[config.mk]
export PLATFORM = sky130hd
export DESIGN_NAME = load_unit
export DESIGN_NICKNAME = d
export VERILOG_FILES = /design/src/rtl/load_unit.sv
export SDC_FILE = /design/constraint.sdc
export NUM_CORES = 1
export LEC_CHECK = 0
export ABC_AREA = 1
export ABC_CLOCK_PERIOD_IN_PS = 4900
export BUFFER_PORTS_ARGS = -buffer_cell sky130_fd_sc_hd__clkbuf_2
export CAP_MARGIN = 15
export CORE_ASPECT_RATIO = 0.7
export CORE_UTILIZATION = 50
export CTS_CLUSTER_SIZE = 14
export DETAILED_ROUTE_END_ITERATION = 10
export GPL_ROUTABILITY_DRIVEN = 0
export GPL_TIMING_DRIVEN = 0
export HOLD_SLACK_MARGIN = 0.15
export PLACE_DENSITY = 0.86
export RECOVER_POWER = 25
export SLEW_MARGIN = 20
export SYNTH_ARGS = -nofsm -noshare
export SYNTH_HDL_FRONTEND = slang
export SYNTH_SLANG_ARGS = --single-unit
[constraint.sdc]
create_clock -name clk -period 4.9 [get_ports clk]
set_input_delay 0.98 -clock clk [delete_from_list [all_inputs] [get_ports clk]]
set_output_delay 0.98 -clock clk [all_outputs]
set_load 0.01 [all_outputs]
[src/rtl/load_unit.sv]
// load_unit
//   RV32I LOAD execution unit. On an accepted start it computes the
//   effective address (in1 + sext(imm)), issues a byte-lane read request to
//   data memory, waits for the response (with a timeout), and returns the
//   sign- or zero-extended result. Only one load is in flight at a time.
//
// Handshake contract:
//   d_req is high for the whole of REQ and drops on the cycle d_gnt is seen.
//   d_gnt is only honoured in REQ, d_rvalid only in WAIT, start only in IDLE.
//   A response beat is consumed the cycle d_rvalid is high in WAIT.
//
// Ports
//   clk, rst_n        clock, asynchronous active-low reset
//   start             issue request (sampled in IDLE)
//   opcode, funct3    instruction fields; only opcode 7'b0000011 is accepted
//   imm, in1          I-type immediate and base register
//   d_addr            registered effective address
//   d_req, rd_en      read request and byte-lane mask (valid in REQ)
//   d_gnt             memory accepted the request
//   d_rvalid, d_rdata read response
//   busy, done        not-IDLE flag and one-cycle completion pulse
//   rd_data, err      extended result and error flag, held after done
//   state_dbg         current FSM state (0 IDLE, 1 REQ, 2 WAIT, 3 DONE)
module load_unit #(
  parameter int TIMEOUT = 16
) (
  input  logic        clk,
  input  logic        rst_n,
  input  logic        start,
  input  logic [6:0]  opcode,
  input  logic [2:0]  funct3,
  input  logic [11:0] imm,
  input  logic [31:0] in1,
  output logic [31:0] d_addr,
  output logic        d_req,
  output logic [3:0]  rd_en,
  input  logic        d_gnt,
  input  logic        d_rvalid,
  input  logic [31:0] d_rdata,
  output logic        busy,
  output logic        done,
  output logic [31:0] rd_data,
  output logic        err,
  output logic [1:0]  state_dbg
);

  localparam int CNT_W = $clog2(TIMEOUT + 1);
  localparam logic [CNT_W-1:0] TMO = CNT_W'(TIMEOUT);
  localparam logic [6:0] OP_LOAD = 7'b0000011;

  typedef enum logic [1:0] {
    S_IDLE = 2'd0,
    S_REQ  = 2'd1,
    S_WAIT = 2'd2,
    S_DONE = 2'd3
  } state_t;

  state_t           state_q, state_d;
  logic [2:0]       f3_q;
  logic [3:0]       mask_q;
  logic [CNT_W-1:0] cnt_q;
  logic [CNT_W-1:0] cnt_inc;
  logic             is_load;
  logic             f3_ok;
  logic [31:0]      eff_addr;
  logic [31:0]      ext_data;
  logic [3:0]       new_mask;

  function automatic logic funct3_valid(input logic [2:0] f);
    case (f)
      3'b000, 3'b001, 3'b010, 3'b100, 3'b101: funct3_valid = 1'b1;
      default:                                funct3_valid = 1'b0;
    endcase
  endfunction

  assign is_load  = start && (opcode == OP_LOAD);
  assign f3_ok    = funct3_valid(funct3);
  assign eff_addr = in1 + {{20{imm[11]}}, imm};
  assign cnt_inc  = cnt_q + 1'b1;

  // Lane mask: low two bits of funct3 select byte/half/word.
  always_comb begin
    new_mask = 4'b0000;
    case (funct3[1:0])
      2'b00:   new_mask = 4'b0001;
      2'b01:   new_mask = 4'b0011;
      2'b10:   new_mask = 4'b1111;
      default: new_mask = 4'b0000;
    endcase
  end

  // Extension uses the funct3 latched at accept, not the live input.
  always_comb begin
    ext_data = d_rdata;
    case (f3_q)
      3'b000:  ext_data = {{24{d_rdata[7]}}, d_rdata[7:0]};
      3'b001:  ext_data = {{16{d_rdata[15]}}, d_rdata[15:0]};
      3'b100:  ext_data = {24'b0, d_rdata[7:0]};
      3'b101:  ext_data = {16'b0, d_rdata[15:0]};
      default: ext_data = d_rdata;
    endcase
  end

  always_ff @(posedge clk or negedge rst_n) begin
    if (!rst_n) state_q <= S_IDLE;
    else        state_q <= state_d;
  end

  always_comb begin
    state_d   = state_q;
    d_req     = 1'b0;
    rd_en     = 4'b0000;
    busy      = 1'b1;
    done      = 1'b0;
    state_dbg = state_q;
    case (state_q)
      S_IDLE: begin
        busy = 1'b0;
        if (is_load) state_d = f3_ok ? S_REQ : S_DONE;
      end
      S_REQ: begin
        d_req = 1'b1;
        rd_en = mask_q;
        if (d_gnt) state_d = S_WAIT;
      end
      S_WAIT: begin
        // Data on the expiry cycle still wins over the timeout.
        if (d_rvalid || (cnt_inc == TMO)) state_d = S_DONE;
      end
      S_DONE: begin
        done    = 1'b1;
        state_d = S_IDLE;
      end
      default: state_d = S_IDLE;
    endcase
  end

  always_ff @(posedge clk or negedge rst_n) begin
    if (!rst_n) begin
      d_addr  <= '0;
      mask_q  <= '0;
      f3_q    <= '0;
      cnt_q   <= '0;
      rd_data <= '0;
      err     <= 1'b0;
    end else begin
      case (state_q)
        S_IDLE: begin
          if (is_load) begin
            rd_data <= '0;
            if (f3_ok) begin
              d_addr <= eff_addr;
              mask_q <= new_mask;
              f3_q   <= funct3;
              err    <= 1'b0;
            end else begin
              err <= 1'b1;
            end
          end
        end
        S_REQ: begin
          if (d_gnt) cnt_q <= '0;
        end
        S_WAIT: begin
          if (d_rvalid) begin
            rd_data <= ext_data;
            err     <= 1'b0;
          end else begin
            cnt_q <= cnt_inc;
            if (cnt_inc == TMO) begin
              rd_data <= '0;
              err     <= 1'b1;
            end
          end
        end
        default: ;
      endcase
    end
  end

endmodule

# --- Word-level counts from Yosys, hierarchy flattened ---
# Index checks and enable logic that the tools add are counted.
# Widths: inputs -> output; s select.
op_classes:
  addsub: 2
  eq_ne: 19
  mux: 24
  reduce_logical: 13
op_table:
  columns: ["operator", "count"]
  rows:
  - ["$pmux 32 s4", 1]
  - ["$mux 32", 3]
  - ["$pmux 32 s2", 1]
  - ["$add 32x32->32", 1]
  - ["$eq 3x3->1 const B", 4]
  - ["$pmux 4 s3", 1]
  - ["$reduce_and 3->1", 4]
  - ["$mux 5", 2]
  - ["$pmux 5 s2", 1]
  - ["$mux 1", 8]
  - ["$mux 2", 4]
  - ["$ne 2x2->1 const B", 4]
  - ["$pmux 2 s4", 1]
  - ["$eq 7x2->1 const B", 1]
  - ["$eq 2x2->1 const B", 3]
  - ["$eq 3x1->1 const B", 2]
  - ["$logic_not 3->1", 2]
  - ["$add 5x1->5 const B", 1]
  - ["$eq 5x5->1 const B", 1]
  - ["$reduce_or 5->1", 1]
  - ["$eq 2x1->1 const B", 2]
  - ["$logic_not 2->1", 2]
  - ["$mux 4", 1]
  - ["$reduce_bool 2->1", 2]
  - ["other kinds (5)", 5]
totals:
  regBits: 79
  inputBits: 91
  out_inout_bits: 74
  elab_cells: 65

# --- Depth between registers and ports, before layout ---
# Gate-level depths: netlist (run 1).
logic_depth:
  word_depth: 6
  mapped_depth: 12
  mapped_depth_nobuf: 12

# --- Least setup slack after synthesis (run 1) ---
# OpenSTA, ideal clock, no wires.
synth_path:
  path_type: "input -> register"
  startpoint: "input port imm[0]"
  endpoint: "register d_addr[16]"
  setup_time_ps: 65
  t_arrival_ps: 2419
  t_required_ps: 4835
  path_slack_ps: 2416
  cell_stages: 9
  n_path_buf: 0
  cell_sequence: "ha_1 > fa_1 > nand3_1 > nand3_1 > a21oi_1 > nor2_1 > o21ai_0 > nand3_1 > nand2_1"
synth_between:
  elab_chain_len: 1
synth_rtl:
  columns: ["item", "line_no", "source"]
  rows:
  - ["start, declared", "32", "input logic [11:0] imm,"]
  - ["$add 32x32->32", "78", "assign eff_addr = in1 + {{20{imm[11]}}, imm};"]
  - ["end signal, assigned", "152", "d_addr <= eff_addr;"]
  - ["end, declared", "34", "output logic [31:0] d_addr,"]
# Every way passes these cells.
# A chain may end at the register's enable or synchronous reset.

# --- Final worst setup path (run 1) ---
layout_path:
  startpoint: "input port imm[11]"
  endpoint: "register d_addr[24]"
# The elaborated chain is that of the path after synthesis.

==> results of run 1 <==
-- path summary, 6_finish.rpt --
| check | startpoint | endpoint | slack [ns] |
|---|---|---|---|
| worst max-delay path | imm[11] | d_addr[24] | 2.20 |
| worst min-delay path | d_addr[0] | d_addr[0] | 0.47 |
| worst max register to register | state_dbg[0] | rd_data[5] | 2.80 |
| worst min register to register | d_addr[0] | d_addr[0] | 0.47 |
| max in group asynchronous | rst_n | d_addr[28] | 2.50 |
| min in group asynchronous | rst_n | cnt_q[4] | 1.23 |
-- state kept, by name, summed over array words and instances, names as in the netlist --
name	count
cnt_q	5
d_addr	32
mask_q	3
f3_q	3
state_dbg	2
rd_data	32
err	1
-- area by class of cell --
| type | instances | area [µm²] | share of cell area |
|---|---|---|---|
| Multi-Input combinational cell | 644 | 3340 | 0.459 |
| Sequential cell | 78 | 1950 | 0.268 |
| Timing Repair Buffer | 165 | 847 | 0.116 |
| Inverter | 131 | 492 | 0.0675 |
| Clock buffer | 9 | 225 | 0.0309 |
| Tap cell | 153 | 191 | 0.0263 |
| Buffer | 19 | 155 | 0.0213 |
| Clock inverter | 7 | 73.8 | 0.0101 |
-- worst max-delay path, stage by stage --
cell	delay, ns
sky130_fd_sc_hd__clkbuf_2	0.31
sky130_fd_sc_hd__ha_1	0.49
sky130_fd_sc_hd__nand2_1	0.13
sky130_fd_sc_hd__nor2_1	0.32
sky130_fd_sc_hd__inv_1	0.07
sky130_fd_sc_hd__o21bai_1	0.23
sky130_fd_sc_hd__nand2_1	0.11
sky130_fd_sc_hd__nand3_1	0.09
sky130_fd_sc_hd__nand2_1	0.05
sky130_fd_sc_hd__nand3_1	0.08
sky130_fd_sc_hd__nand2_1	0.05
-- routing by layer --
metal / up-vias / routed length (µm) / track usage
met5: - / 0 / 0
met4: 0 / 62 / 0.0364
met3: 10 / 1240 / 0.0466
met2: 210 / 6680 / 0.414
met1: 2698 / 7870 / 0.398
li1: 3088 / - / -
-- cell families after synthesis --
| logic type | count (synthesis) |
|---|---|
| multiplexers | 1 |
| flip-flops | 78 |
| adder cells (fa/ha/maj) | 42 |
| XOR/XNOR | 18 |
| buffers and inverters | 150 |
| AO/OA/AOI/OAI | 102 |
| AND/OR/NAND/NOR | 481 |
-- stage by stage --
step,cells,hold slack [ns],utilization,area (µm²),worst slack (ns)
final,1206,0.472,0.645,7280,2.20
after global routing,1206,0.493,0.645,7280,1.97
after CTS,1206,0.475,0.645,7280,2.28
after detailed placement,1190,0.459,0.619,6980,1.93
after global placement,1189,0.455,0.616,6950,1.96
after floorplan,872,0.442,-,5940,2.42
-- cells in the final DEF, fill, tap and decap left out, types with 10 or more instances in the layout --
master and n:
sky130_fd_sc_hd__a21oi_1 21, sky130_fd_sc_hd__buf_6 10, sky130_fd_sc_hd__clkbuf_2 163, sky130_fd_sc_hd__dfrtp_1 78, sky130_fd_sc_hd__ha_1 41, sky130_fd_sc_hd__inv_1 129, sky130_fd_sc_hd__nand2_1 360, sky130_fd_sc_hd__nand3_1 53
sky130_fd_sc_hd__nor2_1 48, sky130_fd_sc_hd__o211ai_1 17, sky130_fd_sc_hd__o21ai_0 11, sky130_fd_sc_hd__o21ai_1 17, sky130_fd_sc_hd__o21ai_2 30, sky130_fd_sc_hd__xnor2_1 14
-- power by group through the flow --
stage / Combinational [mW] / Clock, mW / Sequential, mW
after global placement: 0.907 / 0 / 0.772
after floorplan: 0.614 / 0 / 0.795
after detailed placement: 0.936 / 0 / 0.773
after global routing: 1.05 / 0.706 / 0.772
final: 0.942 / 0.668 / 0.763
after CTS: 0.939 / 0.685 / 0.763
==> results by stage, run 1 <==
Timing:
- The share of the clock period used by the worst path is 0.552.
- Setup repair after global routing left no endpoint under its margin.
- The maximum operating frequency is 0.370 GHz.
- The sum of negative setup slack is 0 ns.
- Setup violations remaining at the end of the flow were counted as 0.
- The number of hold violations in the final report was 0.
- The slew at the pin closest to its max-slew limit is 2.03 ns.
- The worst slew margin relative to its limit is -0.356.
- For the final database, setup skew stands at 0.00630 ns.
- The final number of max-transition violations is 34.
- The minimum period implied by the final worst setup slack is 2.70 ns.

Synthesis:
- Synthesis produced a netlist with a net count of 1005.
- The number of enable-type register cells in the synthesized netlist is 0.
- The simple-gate share of the synthesized area is 0.330.
- The synthesized design contains 78 register bits.
- Ranked by total cell area, the synthesized netlist is headed by sky130_fd_sc_hd__dfrtp_1 (33%), sky130_fd_sc_hd__nand2_1 (23%), sky130_fd_sc_hd__ha_1 (8.6%), sky130_fd_sc_hd__inv_1 (8.1%), sky130_fd_sc_hd__nand3_1 (4.5%).
- The sequential cell area fraction in the yosys report is 0.328.
- The async set-or-reset flop fraction in the synthesized netlist is 1.00.
- After synthesis, the mean cell area works out to 6.81 µm².
- The post-synthesis cell type count is 33.
- The gate count of the mapped netlist is 872.
- Of the total synthesized cell area, the portion taken by XOR and XNOR cells is 0.0265.
- The commonest cells after synthesis are sky130_fd_sc_hd__nand2_1 (360), sky130_fd_sc_hd__inv_1 (129), sky130_fd_sc_hd__dfrtp_1 (78), sky130_fd_sc_hd__nand3_1 (53), sky130_fd_sc_hd__nor2_1 (48).
- The dominant synthesized flop cell is sky130_fd_sc_hd__dfrtp_1.
- The combined area of all synthesized cells is 0.00594 mm².
- Of the total synthesized cell area, the portion taken by full adders, half adders and majority gates is 0.0897.
- The share of Yosys cell area claimed by the top area cell type is 0.328.
- The share of the synthesized area in compound gates (AO/OA/AOI/OAI) came to 0.115.
- In the post-synthesis netlist, the cell with the most instances is sky130_fd_sc_hd__nand2_1.
- The synthesized design spends more area on one cell type than any other, namely sky130_fd_sc_hd__dfrtp_1.
- The proportion of synthesized area in mux cells is 0.00190.
- The number of warning messages in the yosys log is 0.
- The dominant combinational cell family by area after synthesis is simple AND/OR/NAND/NOR gates.

Clocking:
- The number of buffers created by CTS is 9.
- The worst-case clock buffer depth is 2.
- In this run, post-CTS repair resized a total of 0 instances.
- The root buffer cell chosen for the clock tree is sky130_fd_sc_hd__clkbuf_16.
- The H-tree level count is 3.
- CTS saw 78 sinks.
- Hold repair after CTS inserted 0 buffers.
- The CTS tree is yes.
- After clock tree synthesis, the clock-pin slew on the worst setup and hold paths is 0.06 ns.
- After clock tree synthesis, the setup repair step added 0 buffers.
- For the worst-skew pair, the clock arrives at the later sink with an insertion delay of 0.33 ns.

Worst setup path:
- Data on the critical path arrives at its endpoint at 2.92 ns.
- The endpoint class of the critical path is a flip-flop.
- Data on the critical path is required at its endpoint by 5.12 ns.
- The critical path class is in2reg.
- The cell depth of the worst flop-to-flop path is 8.
- The startpoint kind of the worst setup timing path is an input pin.
- Of all nets on the critical path, the largest fanout is 21.

Global route:
- The initial antenna violation count is 0.
- For this run, the total global-route usage over all layers was measured as 0.267.
- The final global-route overflow total is 0.
- Entering global routing, the biggest net connects 46 pins.
- The number of global-route vias before repair is 5457.
- The first global-routing pass estimated 26.2 mm of wire.

Final layout:
- In the final layout, the share of cells above drive strength 1 is 0.221.
- The final layout net count is 1181.
- The synthesis-to-finish area growth is 22.5%.
- Counting the fill cells in the layout gives 1025.
- 0 antenna diodes ended up in the layout.

Pwr:
- The part of the total power dissipated in combinational logic is 0.397.
- The power per unit of standard cell area is 326 mW/mm².
- The switching power of the nets is 0.930 mW.
- In this run the static leakage power is 4.30 nW.
- The internal power is 1.44 mW.
- Of the total power, the share spent switching nets is 0.392.
- The total power consumption of the routed design is 2.37 mW.
- The sequential group share of total power is 0.322.
- Across the VDD grid, the largest voltage drop is 0.198 mV.
- Of the total power, the clock network draws 0.282.

Outcome:
- The final reports fail on capacitance limit, slew limit.
- The run finished, with violations left.

Drt:
- The first-iteration detailed-routing DRC count is 432.
- The detail-routed via count per cell is 4.98.
- In the routed design, unresolved DRC markers number 0.
- The mean routed wirelength per cell is 13.1 µm.
- The vias after detailed routing is 6006.
- The first TritonRoute pass finished after 5 iterations.
- The wire length after detailed routing is 15.9 mm.
- The final antenna-violating net count is 0.

Die:
- The floorplan core area is 0.0113 mm².
- The area of the die is 0.0123 mm².
- The floorplan die height is 93.2 µm.
- For this configuration, the core starts out at a cell density of 0.526.
- The die boundary width is 132 µm.
- In this run the core area contains 32 standard-cell rows.
- The number of top-level pins is 165.

Min path:
- The hold path depth is 2.
- The type of the worst min-delay path is reg2reg.

Place:
- Summed over all nets, the half-perimeter wirelength after detailed placement is 13.0 mm.
- During placement, the flow inserted port buffers numbering 164.

Flow run:
- Max-cap violations in this run came to 1.
No activity file was read; power rests on OpenSTA's default activity.
==> inputs of run 2 (changes only) <==
--- a/config.mk
+++ b/config.mk
@@ -6,11 +6,11 @@
 export NUM_CORES = 1
 export LEC_CHECK = 0
 export ABC_AREA = 1
-export ABC_CLOCK_PERIOD_IN_PS = 4900
+export ABC_CLOCK_PERIOD_IN_PS = 2200
 export BUFFER_PORTS_ARGS = -buffer_cell sky130_fd_sc_hd__clkbuf_2
 export CAP_MARGIN = 15
 export CORE_ASPECT_RATIO = 0.7
-export CORE_UTILIZATION = 50
+export CORE_UTILIZATION = 48
 export CTS_CLUSTER_SIZE = 14
 export DETAILED_ROUTE_END_ITERATION = 10
 export GPL_ROUTABILITY_DRIVEN = 0
==> constraint.sdc (replaced) <==
create_clock -name clk -period 2.2 [get_ports clk]
set_input_delay 0.44 -clock clk [delete_from_list [all_inputs] [get_ports clk]]
set_output_delay 0.44 -clock clk [all_outputs]
set_load 0.01 [all_outputs]
==> run 2 against run 1 <==
  * The run now ends clean
  * Clock power rose to 2.6 times the previous value
  * Core utilization down 2.7 points
  * Clock skew down 0.0020 ns
  * Die area up 4.1%
  * Global-route usage down 1.0 points
  * Worst setup slack worse by 2.0 ns
  * Critical path type unchanged
  * Highest routed layer unchanged
==> results by stage, run 2 (synthesis gave the netlist of run 1 again) <==
Global route:
- The initial antenna violation count was 0 (unchanged).
- The wire length of the first global-routing pass was 25.8 mm (-1.4%).
- The global router's overall resource usage was 0.257 (-0.0103).
- The number of global-route vias before repair is 5388 (-1.3%).
- The pin count of the biggest net entering global routing is 48 (+4.3%).
- The final global-route overflow total is 0 (unchanged).

Final layout:
- The count of inserted antenna diode cells came to 0 (unchanged).
- The finished layout cell area was 0.00734 mm² (+0.86%).
- The final layout net count is 1182 (+0.085%).
- Leaving out fill and tap cells, the most frequent cell in the layout is sky130_fd_sc_hd__nand2_1.
- The number of standard cells in the layout, taps in and fillers out was 1211 (+0.41%).
- In the layout the commonest cells are sky130_fd_sc_hd__nand2_1 (360), sky130_fd_sc_hd__clkbuf_2 (139), sky130_fd_sc_hd__inv_1 (129).
- Relative to the synthesized area, the layout overhead comes to 23.6%.
- The final cell utilization of the core came to 0.617 (-0.0273).
- In the final layout, the registers with the most flip-flops are d_addr: 32 flops, rd_data: 32 flops, cnt_q: 5 flops.
- The ratio of cells with drive above 1 in the final layout is 0.201 (-0.0201).

Drt:
- The first-iteration detailed-routing DRC count was 493 (+14%).
- The vias after detailed routing is 6099 (+1.5%).
- The total DRC errors in the routed layout is 0 (unchanged).
- The number of search-and-repair iterations in the first detailed-routing pass was 5 (unchanged).
- The detail-routed via count per cell is 5.04 (+1.1%).
- The mean routed wirelength per cell is 13.3 µm (+1.4%).
- The final antenna-violating net count was 0 (unchanged).
- The wire length after detailed routing is 16.1 mm (+1.8%).

Min path:
- The worst hold path belongs to the class in2reg.
- The end of the worst hold path is rd_data[0].
- The hold path depth is 3 (+1).
- The worst hold path startpoint is d_rdata[0].

Die:
- The number of top-level pins was 165 (unchanged).
- The floorplan die height came to 95.1 µm (+2.0%).
- The area of the die is 0.0128 mm² (+4.1%).
- The die boundary width is 135 µm (+2.0%).
- The floorplan core area was 0.0119 mm² (+5.3%).
- The starting utilization of the core area came to 0.500 (-0.0266).
- The standard-cell row count came to 33 (+3.1%).

Worst setup path:
- The critical path class is in2reg.
- The data arrival time of the critical path is 2.26 ns (-0.66 ns).
- The worst endpoint required time is 2.42 ns (-2.70 ns).
- The worst reg2reg path endpoint is d_addr[4].
- STA classifies the critical path endpoint as a flip-flop.
- The reg-to-reg startpoint is state_dbg[0].
- The maximum fanout along the worst path was 4 (-81%).
- STA classifies the critical path startpoint as an input pin.
- The cell depth of the worst flop-to-flop path is 8 (unchanged).
- The setup slack of the most critical reg-to-reg path was 0.23 ns (-2.57 ns).
- The critical path starts at imm[0].

Clocking:
- The clock transition at the registers of the reported paths is 0.06 ns (about the same).
- The CTS tree is yes.
- The number of buffers created by CTS is 9 (unchanged).
- The clock sink total is 78 (unchanged).
- The clock latency on the worst-skew pair was 0.33 ns (about the same).
- The root buffer selected by CTS is sky130_fd_sc_hd__clkbuf_16.
- The number of setup buffers added after CTS came to 0 (unchanged).
- The worst-case clock buffer depth came to 2 (unchanged).
- The H-tree level count is 3 (unchanged).

Timing:
- Based on the critical path, the design can be clocked at up to 0.489 GHz.
- The number of endpoints failing setup at the final stage is 0 (unchanged).
- The number of hold violations in the final report is 0 (unchanged).
- The final number of max-transition violations is 0 (-100%).
- The sum of negative setup slack is 0 ns (unchanged).
- The post-route worst hold slack is 0.343 ns (-0.129 ns).
- Setup repair after global routing left no endpoint under its margin.
- In the finished design, the share of the clock period the worst path needs comes to 0.929.
- The slew at the pin closest to its max-slew limit came to 0.888 ns (-1.15 ns).
- The worst slew margin relative to its limit is 0.408 (+0.764).
- The clock tree skew after final layout was 0.00435 ns (-0.00196 ns).
- The final setup slack of the worst path came to 0.156 ns (-2.04 ns).
- The routed design could run at a clock period as short as 2.04 ns.

Pwr:
- The total power consumption of the routed design was 5.55 mW (+130%).
- The leakage power is 4.24 nW (-1.4%).
- The largest vdd supply drop was 0.449 mV (+130%).
- The power per unit of standard cell area is 756 mW/mm² (+130%).

Flow run:
- The max-capacitance violation count is 0 (-1).

Place:
- The pre-CTS setup slack is -0.235 ns (-2.16 ns).
- The cell count after placement is 1194 (+0.34%).
- The half-perimeter wire length of the detailed placement result is 12.9 mm (-0.93%).
- The number of input and output port buffers inserted is 164 (unchanged).
- The instance area after placement is 0.00699 mm² (about the same).

Outcome:
- The run finished with clean final reports.
## run 2: layout make-up
cell class,count,area (µm²)
plain buffers,19,158
clock buffers,9,225
clock inverters,7,123
fillers,1112,4550
inverters,131,492
multi-input cells,644,3370
flip-flops and latches,78,1950
well taps,157,196
repair buffers,166,828
## run 2: what timing repair did
| item | CTS | global route |
|---|---|---|
| hold endpoints to repair | 31 | 0 |
| gates resized for setup | 0 | 8 |
| setup endpoints to repair | 0 | 27 |
| hold buffers | 1 | 0 |
## run 2: worst max-delay path by stage
stage                      end  slack, ns  cells past startpoint
CTS                 d_addr[21]       0.10                     12
floorplan           d_addr[16]       0.26                      9
global route        d_addr[16]       0.04                     10
detailed placement  d_addr[21]      -0.24                     12
global placement    d_addr[21]      -0.23                     12
finish              d_addr[20]       0.16                     11
## run 2: worst max-delay path, stage by stage
cell and delay, ns:
sky130_fd_sc_hd__clkbuf_2 0.08, sky130_fd_sc_hd__ha_1 0.25, sky130_fd_sc_hd__fa_1 0.47, sky130_fd_sc_hd__nand3_1 0.12
sky130_fd_sc_hd__nand3_1 0.17, sky130_fd_sc_hd__nand3_1 0.11, sky130_fd_sc_hd__nand3_1 0.17, sky130_fd_sc_hd__nand3_1 0.17
sky130_fd_sc_hd__nand3_1 0.10, sky130_fd_sc_hd__nand3_1 0.12, sky130_fd_sc_hd__nand2_1 0.06
## run 2: per-layer routing
metal	wire, µm	share of wire	track usage	vias up
li1	-	-	-	3086
met1	8270	0.51	0.393	2756
met2	6480	0.40	0.377	243
met3	1230	0.076	0.0431	14
met4	155	0.0096	0.0562	0
met5	0	0	0	-
## run 2: report_power, final
part | internal, mW | switching (mW) | total (mW) | leakage [nW]
clock network | 1.11 | 0.616 | 1.73 | 0.162
logic | 0.748 | 1.37 | 2.12 | 3.00
registers | 1.59 | 0.112 | 1.70 | 1.07
